## src/rtl/gray_defs_pkg.sv

```systemverilog
// rtl/gray_defs_pkg.sv - shared definitions for the Gray-code decoder/monitor
//
// Purpose : FSM state encoding, default word width and wrap-counter width
//           used by gray_decoder and gray2bin.
// Ports   : none (package).
package gray_defs;

  localparam int DEFAULT_WIDTH = 3;
  localparam int WRAP_CNT_W    = 8;

  typedef enum logic [1:0] {
    IDLE  = 2'd0,
    TRACK = 2'd1,
    ERROR = 2'd2
  } state_e;

endpackage

```

## src/rtl/gray2bin.sv

```systemverilog
// rtl/gray2bin.sv - combinational Gray-to-binary converter
//
// Purpose : b[W-1] = g[W-1], b[i] = b[i+1] ^ g[i]. Reusable as a reference
//           model by the Gray counter bench.
// Ports   : i_gray   [WIDTH-1:0]  Gray-coded word
//           o_binary [WIDTH-1:0]  decoded binary word
module gray2bin
  import gray_defs::*;
#(
  parameter int WIDTH = DEFAULT_WIDTH
) (
  input  logic [WIDTH-1:0] i_gray,
  output logic [WIDTH-1:0] o_binary
);

  // Running XOR from the MSB down; each binary bit is the parity of all
  // Gray bits at or above it.
  logic w_acc;

  always_comb begin
    o_binary = '0;
    w_acc    = 1'b0;
    for (int i = WIDTH - 1; i >= 0; i--) begin
      w_acc       = w_acc ^ i_gray[i];
      o_binary[i] = w_acc;
    end
  end

endmodule

```

## src/rtl/gray_decoder.sv

```systemverilog
// rtl/gray_decoder.sv - Gray stream decoder with step checking and wrap counting
//
// Purpose : samples a Gray-coded stream on valid cycles, decodes it, checks
//           that each sample is a hold or a +1 step, flags wraps and latches
//           a sticky error on any other transition.
// Ports   : i_clk                         rising-edge clock
//           i_rst_n                       asynchronous active-low reset
//           i_valid                       sample qualifier
//           i_gray       [WIDTH-1:0]      Gray-coded input word
//           i_clear                       leaves ERROR, returns to IDLE
//           o_binary     [WIDTH-1:0]      decoded value of last accepted sample
//           o_locked                      high while tracking
//           o_wrap                        one-cycle pulse on accepted max->0 step
//           o_error                       sticky illegal-transition flag
//           o_wrap_count [WRAP_CNT_W-1:0] wraps since lock, saturating
module gray_decoder
  import gray_defs::*;
#(
  parameter int WIDTH = DEFAULT_WIDTH
) (
  input  logic                  i_clk,
  input  logic                  i_rst_n,
  input  logic                  i_valid,
  input  logic [WIDTH-1:0]      i_gray,
  input  logic                  i_clear,
  output logic [WIDTH-1:0]      o_binary,
  output logic                  o_locked,
  output logic                  o_wrap,
  output logic                  o_error,
  output logic [WRAP_CNT_W-1:0] o_wrap_count
);

  state_e                r_state;
  logic [WIDTH-1:0]      r_binary;
  logic                  r_locked;
  logic                  r_wrap;
  logic                  r_error;
  logic [WRAP_CNT_W-1:0] r_wrap_cnt;

  logic [WIDTH-1:0]      w_dec;
  logic [WIDTH-1:0]      w_inc;
  logic                  w_at_max;

  gray2bin #(.WIDTH(WIDTH)) u_gray2bin (
    .i_gray   (i_gray),
    .o_binary (w_dec)
  );

  // WIDTH-bit add wraps max->0 naturally, matching the modulo step rule.
  assign w_inc    = r_binary + {{(WIDTH-1){1'b0}}, 1'b1};
  assign w_at_max = &r_binary;

  always_ff @(posedge i_clk or negedge i_rst_n) begin
    if (!i_rst_n) begin
      r_state    <= IDLE;
      r_binary   <= '0;
      r_locked   <= 1'b0;
      r_wrap     <= 1'b0;
      r_error    <= 1'b0;
      r_wrap_cnt <= '0;
    end else begin
      r_wrap <= 1'b0;
      case (r_state)
        IDLE: begin
          // First sample after reset or clear is trusted without checking.
          if (i_valid) begin
            r_binary   <= w_dec;
            r_wrap_cnt <= '0;
            r_locked   <= 1'b1;
            r_state    <= TRACK;
          end
        end
        TRACK: begin
          if (i_valid && (w_dec != r_binary)) begin
            if (w_dec == w_inc) begin
              r_binary <= w_dec;
              if (w_at_max) begin
                r_wrap <= 1'b1;
                if (!(&r_wrap_cnt)) begin
                  r_wrap_cnt <= r_wrap_cnt + 1'b1;
                end
              end
            end else begin
              // Binary keeps the last good value for post-mortem inspection.
              r_error  <= 1'b1;
              r_locked <= 1'b0;
              r_state  <= ERROR;
            end
          end
        end
        ERROR: begin
          // Clear takes priority over any sample presented in the same cycle.
          if (i_clear) begin
            r_error    <= 1'b0;
            r_wrap_cnt <= '0;
            r_state    <= IDLE;
          end
        end
        default: begin
          r_state  <= IDLE;
          r_locked <= 1'b0;
          r_error  <= 1'b0;
        end
      endcase
    end
  end

  assign o_binary     = r_binary;
  assign o_locked     = r_locked;
  assign o_wrap       = r_wrap;
  assign o_error      = r_error;
  assign o_wrap_count = r_wrap_cnt;

endmodule

```

## config.mk

```make
export PLATFORM = sky130hd
export DESIGN_NAME = gray_decoder
export DESIGN_NICKNAME = d
export VERILOG_FILES = /design/src/rtl/gray_defs_pkg.sv /design/src/rtl/gray2bin.sv /design/src/rtl/gray_decoder.sv
export SDC_FILE = /design/constraint.sdc
export NUM_CORES = 1
export LEC_CHECK = 0
export CORE_ASPECT_RATIO = 1.5
export CORE_MARGIN = 8
export CORE_UTILIZATION = 44
export DETAILED_ROUTE_END_ITERATION = 7
export PLACE_DENSITY = 0.85
export SYNTH_ARGS = -nofsm -noshare
export SYNTH_HDL_FRONTEND = slang
export SYNTH_HIERARCHICAL = 1
export SYNTH_SLANG_ARGS = --single-unit
```

## constraint.sdc

```tcl
create_clock -name i_clk -period 2 [get_ports i_clk]
set_clock_uncertainty 0.1 [all_clocks]
set_input_delay 0.2 -clock i_clk [delete_from_list [all_inputs] [get_ports i_clk]]
set_output_delay 0.2 -clock i_clk [all_outputs]
set_load 0.005 [all_outputs]
```

Word-level counts from Yosys, hierarchy flattened --
Index checks and enable logic that the tools add are counted.
Storage, ports and cells: flip-flop bits (word level) 16, latch bits 0, RAM bits 0, memory bits (read-only) 0, input port bits 7, output and inout port bits 14, logic and storage cells 62, memories 0
Operators by class: add/sub/neg operators 2, multiply operators 0, div/mod/pow operators 0, magnitude comparators 0, equality and inequality tests 11, shift-type cells 0, mux-type cells 28, bitwise logic cells 4, reduce and logical (&&, ||, !) cells 11
Operators with widths (number):
- two-way mux 8 bit | 6
- one-hot mux 8 bit (3 select lines) | 1
- AND reduction 4 bit | 4
- != test 2 bit (second input constant) | 7
- two-way mux 1 bit | 10
- two-way mux 3 bit | 3
- adder 8 x 1 -> 8 bit (second input constant) | 1
- two-way mux 2 bit | 4
- AND reduction 8 bit | 1
- AND reduction 7 bit | 1
- one-hot mux 1 bit (3 select lines) | 2
- one-hot mux 2 bit (3 select lines) | 1
- one-hot mux 3 bit (2 select lines) | 1
- adder 3 x 1 -> 3 bit (second input constant) | 1
- equality test 3 bit | 1
- != test 3 bit | 1
- AND reduction 3 bit | 1
- nonzero test 3 bit | 1
- equality test 2 x 1 -> 1 bit (second input constant) | 1
- equality test 2 bit (second input constant) | 1
- logical NOT 2 bit | 1
- inverter 1 bit | 2
- nonzero test 2 bit | 1
- XOR 1 bit | 2
- logical AND 1 bit | 1

Longest topological paths before layout --
Gate-level depths: netlist of the first run.
depth after elaboration 6, depth in mapped cells 6, gate-level depth less buffers 6

By module --
Netlist of the first run, hierarchy kept.
Modules (own cells, without submodules):
- gray_decoder | times used 1, cells an instance 88, area an instance 927.1 um^2, seq. area each 400.4 um^2
- gray2bin | times used 1, cells an instance 4, area an instance 47.5 um^2, seq. area each 0.0 um^2

Worst setup path after synthesis of the first run --
Ideal clock, no wire load.
path type flip-flop to flip-flop, start point register r_binary[0], in the netlist o_binary[0], end point register r_binary[0], in the netlist o_binary[0], setup time 0.125 ns, arrival 1.940 ns, required time 1.775 ns, path slack -0.165 ns, cell stages (with the launch flop) 7, path buffers 0, clock period less this slack 2.165 ns, cell sequence dfrtp_1 -> ha_1 -> ha_1 -> xnor2_1 -> nand3_2 -> a211o_1 -> mux2_4
On the way: longest elaborated chain between the ends 4, elaborated cells between the ends (all ways) 7, classes of those cells add/sub: 1; eq/ne: 4; reduce/logical: 2
RTL lines:
- start: declaration | line gray_decoder.sv:34 | logic [WIDTH-1:0] r_binary;
- start signal: assignment | line gray_decoder.sv:67 | r_binary <= w_dec;
- start signal: assignment | line gray_decoder.sv:76 | r_binary <= w_dec;
- adder 3 x 1 -> 3 bit / != test 3 bit (equally long branches) | line gray_decoder.sv:50, gray_decoder.sv:74
- equality test 3 bit / logical AND 1 bit (equally long branches) | line gray_decoder.sv:75, gray_decoder.sv:74
- != test 2 bit (no line)
- AND reduction 4 bit (no line) *
Mark *: on every way between the ends. The rest lies on a longest branch, timed or not. A chain may end at the register's enable or synchronous reset.

Final worst setup path of the first run --
start point register r_binary[1], in the netlist o_binary[1], end point register r_binary[0], in the netlist o_binary[0]
The elaborated chain is that of the path after synthesis.

==> results.md, run 1 <==
* Count of different cell masters after synthesis at 42
* Worst IR Drop VDD at around 0.77 mV
* Clock latency reported for the late side of the worst-skew pair at approximately 0.28 ns
* Overflow left after global routing at 0
* Fmax at 495 MHz
* Layout Cell Area excl Fill at 1380 um^2
* Number of clock buffers inserted by TritonCTS at 3
* Clk Tree Root Cell: clkbuf_4
* Via count of the first global-routing pass at 951
* Final number of max-transition violations at 0
* Average cell area after synthesis at 10.6 um^2
* Count of buffers from port buffering at 20
* Maximum number of pins on one net before global-route repair at 17
* Num Clock Sinks at 16
* Antenna violations before repair at 0
* Count of endpoints failing setup in the final report at 3
* Violations in the final reports: setup timing
* Number of inserted filler cells in the final layout at 178
* Kind of start point of the critical path: flop
* Worst-Margin Slew at between 0.3 and 0.4 ns
* Mean routed wirelength per cell at 15.8 um
* Cell type with the largest total area after synthesis: dfrtp_1
* Flip-flop cell with the highest count after synthesis: dfrtp_1
* Placed cell area at around 1300 um^2
* Crit. End Element: flop
* Sequential standard cell area at 400 um^2
* Required time reported for the critical path endpoint at 2.08 ns
* Stage delay of the slowest cell on the critical path at 0.41 ns
* Critical path arrival at 2.09 ns
* Cell Chain, Critical Path: ha_2, ha_4, xnor2_4, nand3_2, a211o_4, mux2_4
* Sequential fraction of the synthesis area at 41.1%
* Post-DP HPWL at around 1900 um
* Buffers from clock root to sink, at most at 2
* Time the worst path needs with I/O delays and setup at 2.02 ns
* Wire length of the first global-routing pass at 4090 um
* Final worst setup slack at -0.0189 ns
* DIE AREA at 4010 um^2
* Instance count of the mapped netlist at approximately 90
* Worst setup path category: reg2reg
* Total area of multi-input combinational cells at 593 um^2
* Routability congestion estimate from global placement at 0.866
* Most frequent cells after synthesis: dfrtp_1 (16), a211o_1 (5), nand3_1 (5)
* TritonCTS clock tree: done
* All-Layer GR Usage at 13.4%
* Cell area after synthesis at 975 um^2
* Max-capacitance violation count at 0
* Unrepaired setup endpoints after global routing: true
* Proportion of netlist area held by the largest area contributor at between 40% and 50%
* Share of flip-flops with an asynchronous set or reset after synthesis at 100%
* Clock slew at reported path FFs at about 0.090 ns
* Number of synthesized flops with an enable pin at 0
* Overall via count from detail_route at between 800 and 900
* Iteration-0 DRC Markers at 21
* Most frequent cell after synthesis: dfrtp_1
* Slowest-stage cell, CP: dfrtp_1
* Cell family with most CP delay: adder cells
* Leakage power figure at 0.623 nW
* Number of primary I/O pins at 21
* Core Box Area at 2150 um^2
* Cell row count at 21
* HP Class: in2async
* Fin util at a little under two thirds
* Overall die height at roughly 74 um
* Yosys reg bits at 16
* P per Cell Area at 1310 nW/um^2
* Count of buffer and inverter cells on the critical path at 0
* Remaining DRCs at 0
* Total Neg Setup Slack at -0.0487 ns
* Synth top area cells: dfrtp_1 (41%), mux2_4 (4.6%), a211o_1 (4.5%)
* Quantity of hold-fixing buffers added after cts at 0
* H-tree levels at 1
* Post-placement setup slack at -0.400 ns
* Hold Fails Final Rpt at 0
* Slew headroom at 77.5%
* Initial Util at 45.2%
* Post-detailed-route count of antenna-violating nets at 0
* Status: finished with violations
* Proportion of layout cells with a drive suffix above 1 at 25.4%
* Detailed-router iteration count before antenna repair at 4
* Yosys warning count at 6
* Area growth from synthesis to layout at 41.3%
* Number of nets in the layout at 138
* Largest fanout on the critical path at 3
* ANT cells at 0
* Mean number of vias per cell at 5.91
* Total wire length after detailed routing at 2350 um
* Net count after synthesis at between 100 and 150
* Horizontal extent of the die at approximately 54 um
* Share of the clock period used by the worst path after layout at 101%
[layout make-up]
cell class	instances	share of cell area, %
Clock buffer	3	1.63
Inverter	4	1.09
Multi-Input combinational cell	67	43.1
Sequential cell	16	29.1
Tap cell	23	2.09
Timing Repair Buffer	36	23.1
[kinds of logic after synthesis]
logic type      count (synthesis)  share of synthesized area [%]
compound gates                 26                           20.3
xor+xnor                        7                           8.60
fa+ha+maj                       3                           3.85
buf+inv                         9                           4.49
flops                          16                           41.1
mux                             4                           5.65
simple gates                   27                           16.0
[final timing paths]
kind,cells after the start,slack [ns],endpoint,from
max,6,-0.02,o_binary[0],o_binary[1]
min,2,0.13,o_wrap_count[7],i_rst_n
min in group i_clk,3,0.42,o_binary[2],i_gray[2]
max reg2reg,6,-0.02,o_binary[0],o_binary[1]
min reg2reg,1,0.44,o_locked,o_locked
max in group asynchronous,2,1.48,o_wrap_count[6],i_rst_n
[where the power goes]
group | switching (W) | total, W | internal (W)
registers | 0.000120 | 0.000550 | 0.000430
logic | 0.000453 | 0.00109 | 0.000637
clock network | 0.0000983 | 0.000168 | 0.0000699
[per-stage QoR]
stage / cells / power [W] / hold WS [ns]
after floorplan: 92 / 0.00111 / -0.196
after global placement: 145 / 0.00151 / 0.394
after global routing: 149 / 0.00195 / 0.151
final: 149 / 0.00181 / 0.135
after CTS: 149 / 0.00174 / 0.137
after detailed placement: 145 / 0.00155 / 0.424
[metal layers]
metal / wire (um) / up-vias / GRT usage (%)
li1: - / 417 / -
met1: 873 / 438 / 13.2
met2: 1280 / 20 / 24.2
met3: 149 / 6 / 3.04
met4: 47 / 0 / 6.59
met5: 0 / - / 0
[flip-flops by register name (all words and copies together) (netlist names)]
signal / cells
r_state: 2
o_binary: 3
o_locked: 1
o_error: 1
o_wrap: 1
o_wrap_count: 8
[timing repair]
item                       in CTS  in global routing
buffers inserted                1                  0
setup endpoints to repair       7                  8
cloned                          0                  0
pin swaps                       5                  3
resized for setup               2                  6
[layout by cell type (no fill, tap or decap), drive strengths merged, types with 3 or more instances in the layout]
| cell type | instances |
|---|---|
| o31ai | 3 |
| nand2 | 4 |
| nor2 | 4 |
| a21o | 3 |
| dfrtp | 16 |
| buf | 16 |
| mux2 | 3 |
| inv | 3 |
| clkbuf | 3 |
| ha | 3 |
| clkdlybuf4s50 | 18 |
| nand3 | 6 |
| a211o | 5 |
| xor2 | 4 |
(Power assumes the default switching activity.)
==> run 2: changes to the inputs <==
Settings changed: CORE_ASPECT_RATIO 1.5 to not set, CORE_UTILIZATION 44 to 53, PLACE_DENSITY 0.85 to 0.94.
Clock period 2 ns to 2.62 ns, I/O delays scaled along.
==> run 2 against run 1 <==
  * Clock power barely moved
  * Hold slack improved by 0.15 ns
  * Register-to-register slack improved by 0.40 ns
  * Highest routed layer unchanged
  * Final area fell by 10%
  * Critical endpoint is now o_binary[2]
  * Largest power group unchanged
  * First-iteration DRC count rose by 100%
  * Core utilization rose by 7.7 points
  * Non-clock buffer count fell by 13
  * Total power fell by 33%
  * Die area fell by 13%
  * The flow now finishes without violations
  * Clock-buffer cell count rose by 1
  * Critical path depth did not move
==> results.md, run 2 (synthesized netlist as in run 1, its figures left out) <==
* Overflow left after global routing at 0 (unchanged)
* Sequential standard cell area at 400 um^2 (unchanged)
* Most common cell on crit path: ha_1
* End of the worst register-to-register path: o_binary[2]
* Horizontal extent of the die at 58.9 um (+8.2%)
* Number of setup buffers added after CTS at 0 (-1)
* Count of buffers from port buffering at 20 (unchanged)
* Post-placement setup slack at 0.0849 ns (+0.485 ns)
* HP Class: in2async
* Cell row count at 15 (-29%)
* Wire length of the first global-routing pass at 3790 um (-7.4%)
* Via count of the first global-routing pass at 865 (-9.0%)
* All-Layer GR Usage at 14.2% (+0.88 points)
* Max-capacitance violation count at 0 (unchanged)
* Maximum number of pins on one net before global-route repair at 17 (unchanged)
* Clk Tree Root Cell: clkbuf_4
* Kind of start point of the critical path: flop
* Highest-count cells in the layout ignoring fill and taps: clkdlybuf4s50_1 (20), dfrtp_1 (16), a211o_1 (5), nand3_1 (5)
* Number of standard cells in the final layout excluding fillers at 139 (-6.7%)
* Antenna violations before repair at 0 (unchanged)
* Overall via count from detail_route at 817 (-7.3%)
* Mean routed wirelength per cell at 16.0 um (+1.1%)
* Number of nets in the layout at 125 (-9.4%)
* Initial Util at 56.4% (+11 points)
* Slowest-stage cell, CP: dfrtp_1
* Clock latency reported for the late side of the worst-skew pair at 0.29 ns (about the same)
* Most common library cell in the layout ignoring fill and taps: clkdlybuf4s50_1
* Remaining DRCs at 0 (unchanged)
* Detailed-router iteration count before antenna repair at 4 (unchanged)
* Number of resized instances in the post-cts repair step at 0 (-2)
* Slew headroom at 51.8% (-26 points)
* TritonCTS clock tree: done
* ANT cells at 0 (unchanged)
* Share of the clock period used by the worst path after layout at 85.6% (-15 points)
* Proportion of layout cells with a drive suffix above 1 at 11.4% (-14 points)
* Hold Fails Final Rpt at 0 (unchanged)
* Fmax at 446 MHz (-10%)
* Worst IR Drop VDD at 0.634 mV (-17%)
* Core Box Area at 1730 um^2 (-20%)
* Startpoint of the lowest-slack register-to-register path: o_binary[0]
* Routability congestion estimate from global placement at 0.861 (-0.53%)
* Buffers from clock root to sink, at most at 2 (unchanged)
* Post-DP HPWL at 1600 um (-15%)
* Crit. End Element: flop
* Reg-to-reg setup timing slack at 0.38 ns (+0.40 ns)
* Leakage power figure at 0.555 nW (-11%)
* Final worst setup slack at 0.377 ns (+0.395 ns)
* Number of clock buffers inserted by TritonCTS at 3 (unchanged)
* Overall die height at 58.9 um (-20%)
* Post-detailed-route count of antenna-violating nets at 0 (unchanged)
* Clock slew at reported path FFs at 0.09 ns (about the same)
* H-tree levels at 1 (unchanged)
* Number of primary I/O pins at 21 (unchanged)
* Crit path launch: o_binary[0]
* Stage delay of the slowest cell on the critical path at 0.45 ns (+0.04 ns)
* Area growth from synthesis to layout at 26.8%
* Number of inserted filler cells in the final layout at 131 (-26%)
* Unrepaired setup endpoints after global routing: false
* Cell Chain, Critical Path: ha_1, ha_1, xnor2_1, nand3_2, a211o_1, mux2_4
* Iteration-0 DRC Markers at 43 (+100%)
* Total instance count after detailed placement at 135 (-6.9%)
* Critical path arrival at 2.33 ns (+0.24 ns)
* Worst setup path category: reg2reg
* Max FFs per register at 8 (unchanged)
* Mean number of vias per cell at 5.88 (-0.59%)
* Quantity of hold-fixing buffers added after cts at 0 (unchanged)
* Final number of max-transition violations at 0 (unchanged)
* Placed cell area at 1200 um^2 (-8.4%)
* Worst-Margin Slew at 0.721 ns (+0.383 ns)
* Count of endpoints failing setup in the final report at 0 (-3)
* Num Clock Sinks at 16 (unchanged)
* Total area of multi-input combinational cells at 531 um^2 (-11%)
* Layout Cell Area excl Fill at 1240 um^2 (-10%)
* P per Cell Area at 978 nW/um^2 (-25%)
* Time the worst path needs with I/O delays and setup at 2.24 ns (+0.225 ns)
* Largest fanout on the critical path at 4 (+1)
* DIE AREA at 3470 um^2 (-13%)
* Total Neg Setup Slack at 0 ns (+0.0487 ns)
* Total wire length after detailed routing at 2220 um (-5.7%)
* Required time reported for the critical path endpoint at 2.70 ns (+0.62 ns)
* Worst r2r path cells at 6 (unchanged)
* Status: completed
run 2: worst max path at each step:
stage	endpoint	slack, ns	cells past startpoint
floorplan	o_binary[0]	0.45	6
global placement	o_binary[1]	0.15	6
global route	o_binary[2]	0.24	6
CTS	o_binary[2]	0.37	6
finish	o_binary[2]	0.38	6
detailed placement	o_binary[2]	0.08	6
run 2: area by class of cell:
| type | instances | share of cell area, % |
|---|---|---|
| repair buffers | 23 | 18.0 |
| flip-flops and latches | 16 | 32.4 |
| clock buffers | 4 | 2.94 |
| multi-input cells | 67 | 42.9 |
| inverters | 4 | 1.21 |
| well taps | 25 | 2.53 |
run 2: through the flow:
| step | power (W) | utilization (%) | hold slack (ns) |
|---|---|---|---|
| after floorplan | 0.000809 | - | -0.134 |
| after global placement | 0.00102 | 69.5 | 0.393 |
| after detailed placement | 0.00104 | 69.5 | 0.399 |
| after CTS | 0.00121 | 71.6 | 0.320 |
| after global routing | 0.00131 | 71.6 | 0.325 |
| final | 0.00121 | 71.6 | 0.289 |
run 2: worst max-delay path: cells and delay by family (launching register included):
family | cells | cell delay, ns
adder cells (fa/ha/maj) | 2 | 0.50
AND/OR/NAND/NOR | 1 | 0.13
multiplexers | 1 | 0.32
XOR/XNOR | 1 | 0.26
flip-flops | 1 | 0.45
AO/OA/AOI/OAI | 1 | 0.38
run 2: per-layer routing:
layer | global-route usage [%] | vias to the layer above | wire length [um]
li1 | - | 390 | -
met1 | 15.1 | 400 | 949
met2 | 23.8 | 20 | 1090
met3 | 4.57 | 7 | 116
met4 | 8.87 | 0 | 59
met5 | 0 | - | 0
run 2: power breakdown:
part | switching, W | internal (W) | total (W) | leakage, nW
combinational | 0.000254 | 0.000336 | 0.000590 | 0.333
clock | 0.0000803 | 0.0000848 | 0.000165 | 0.0210
sequential | 0.000126 | 0.000328 | 0.000454 | 0.202
==> run 3: changes to the inputs <==
Settings changed: CAP_MARGIN set to 10.
==> results of run 3 <==
Same layout as run 2: the final DEF is identical, and so are final timing and power.
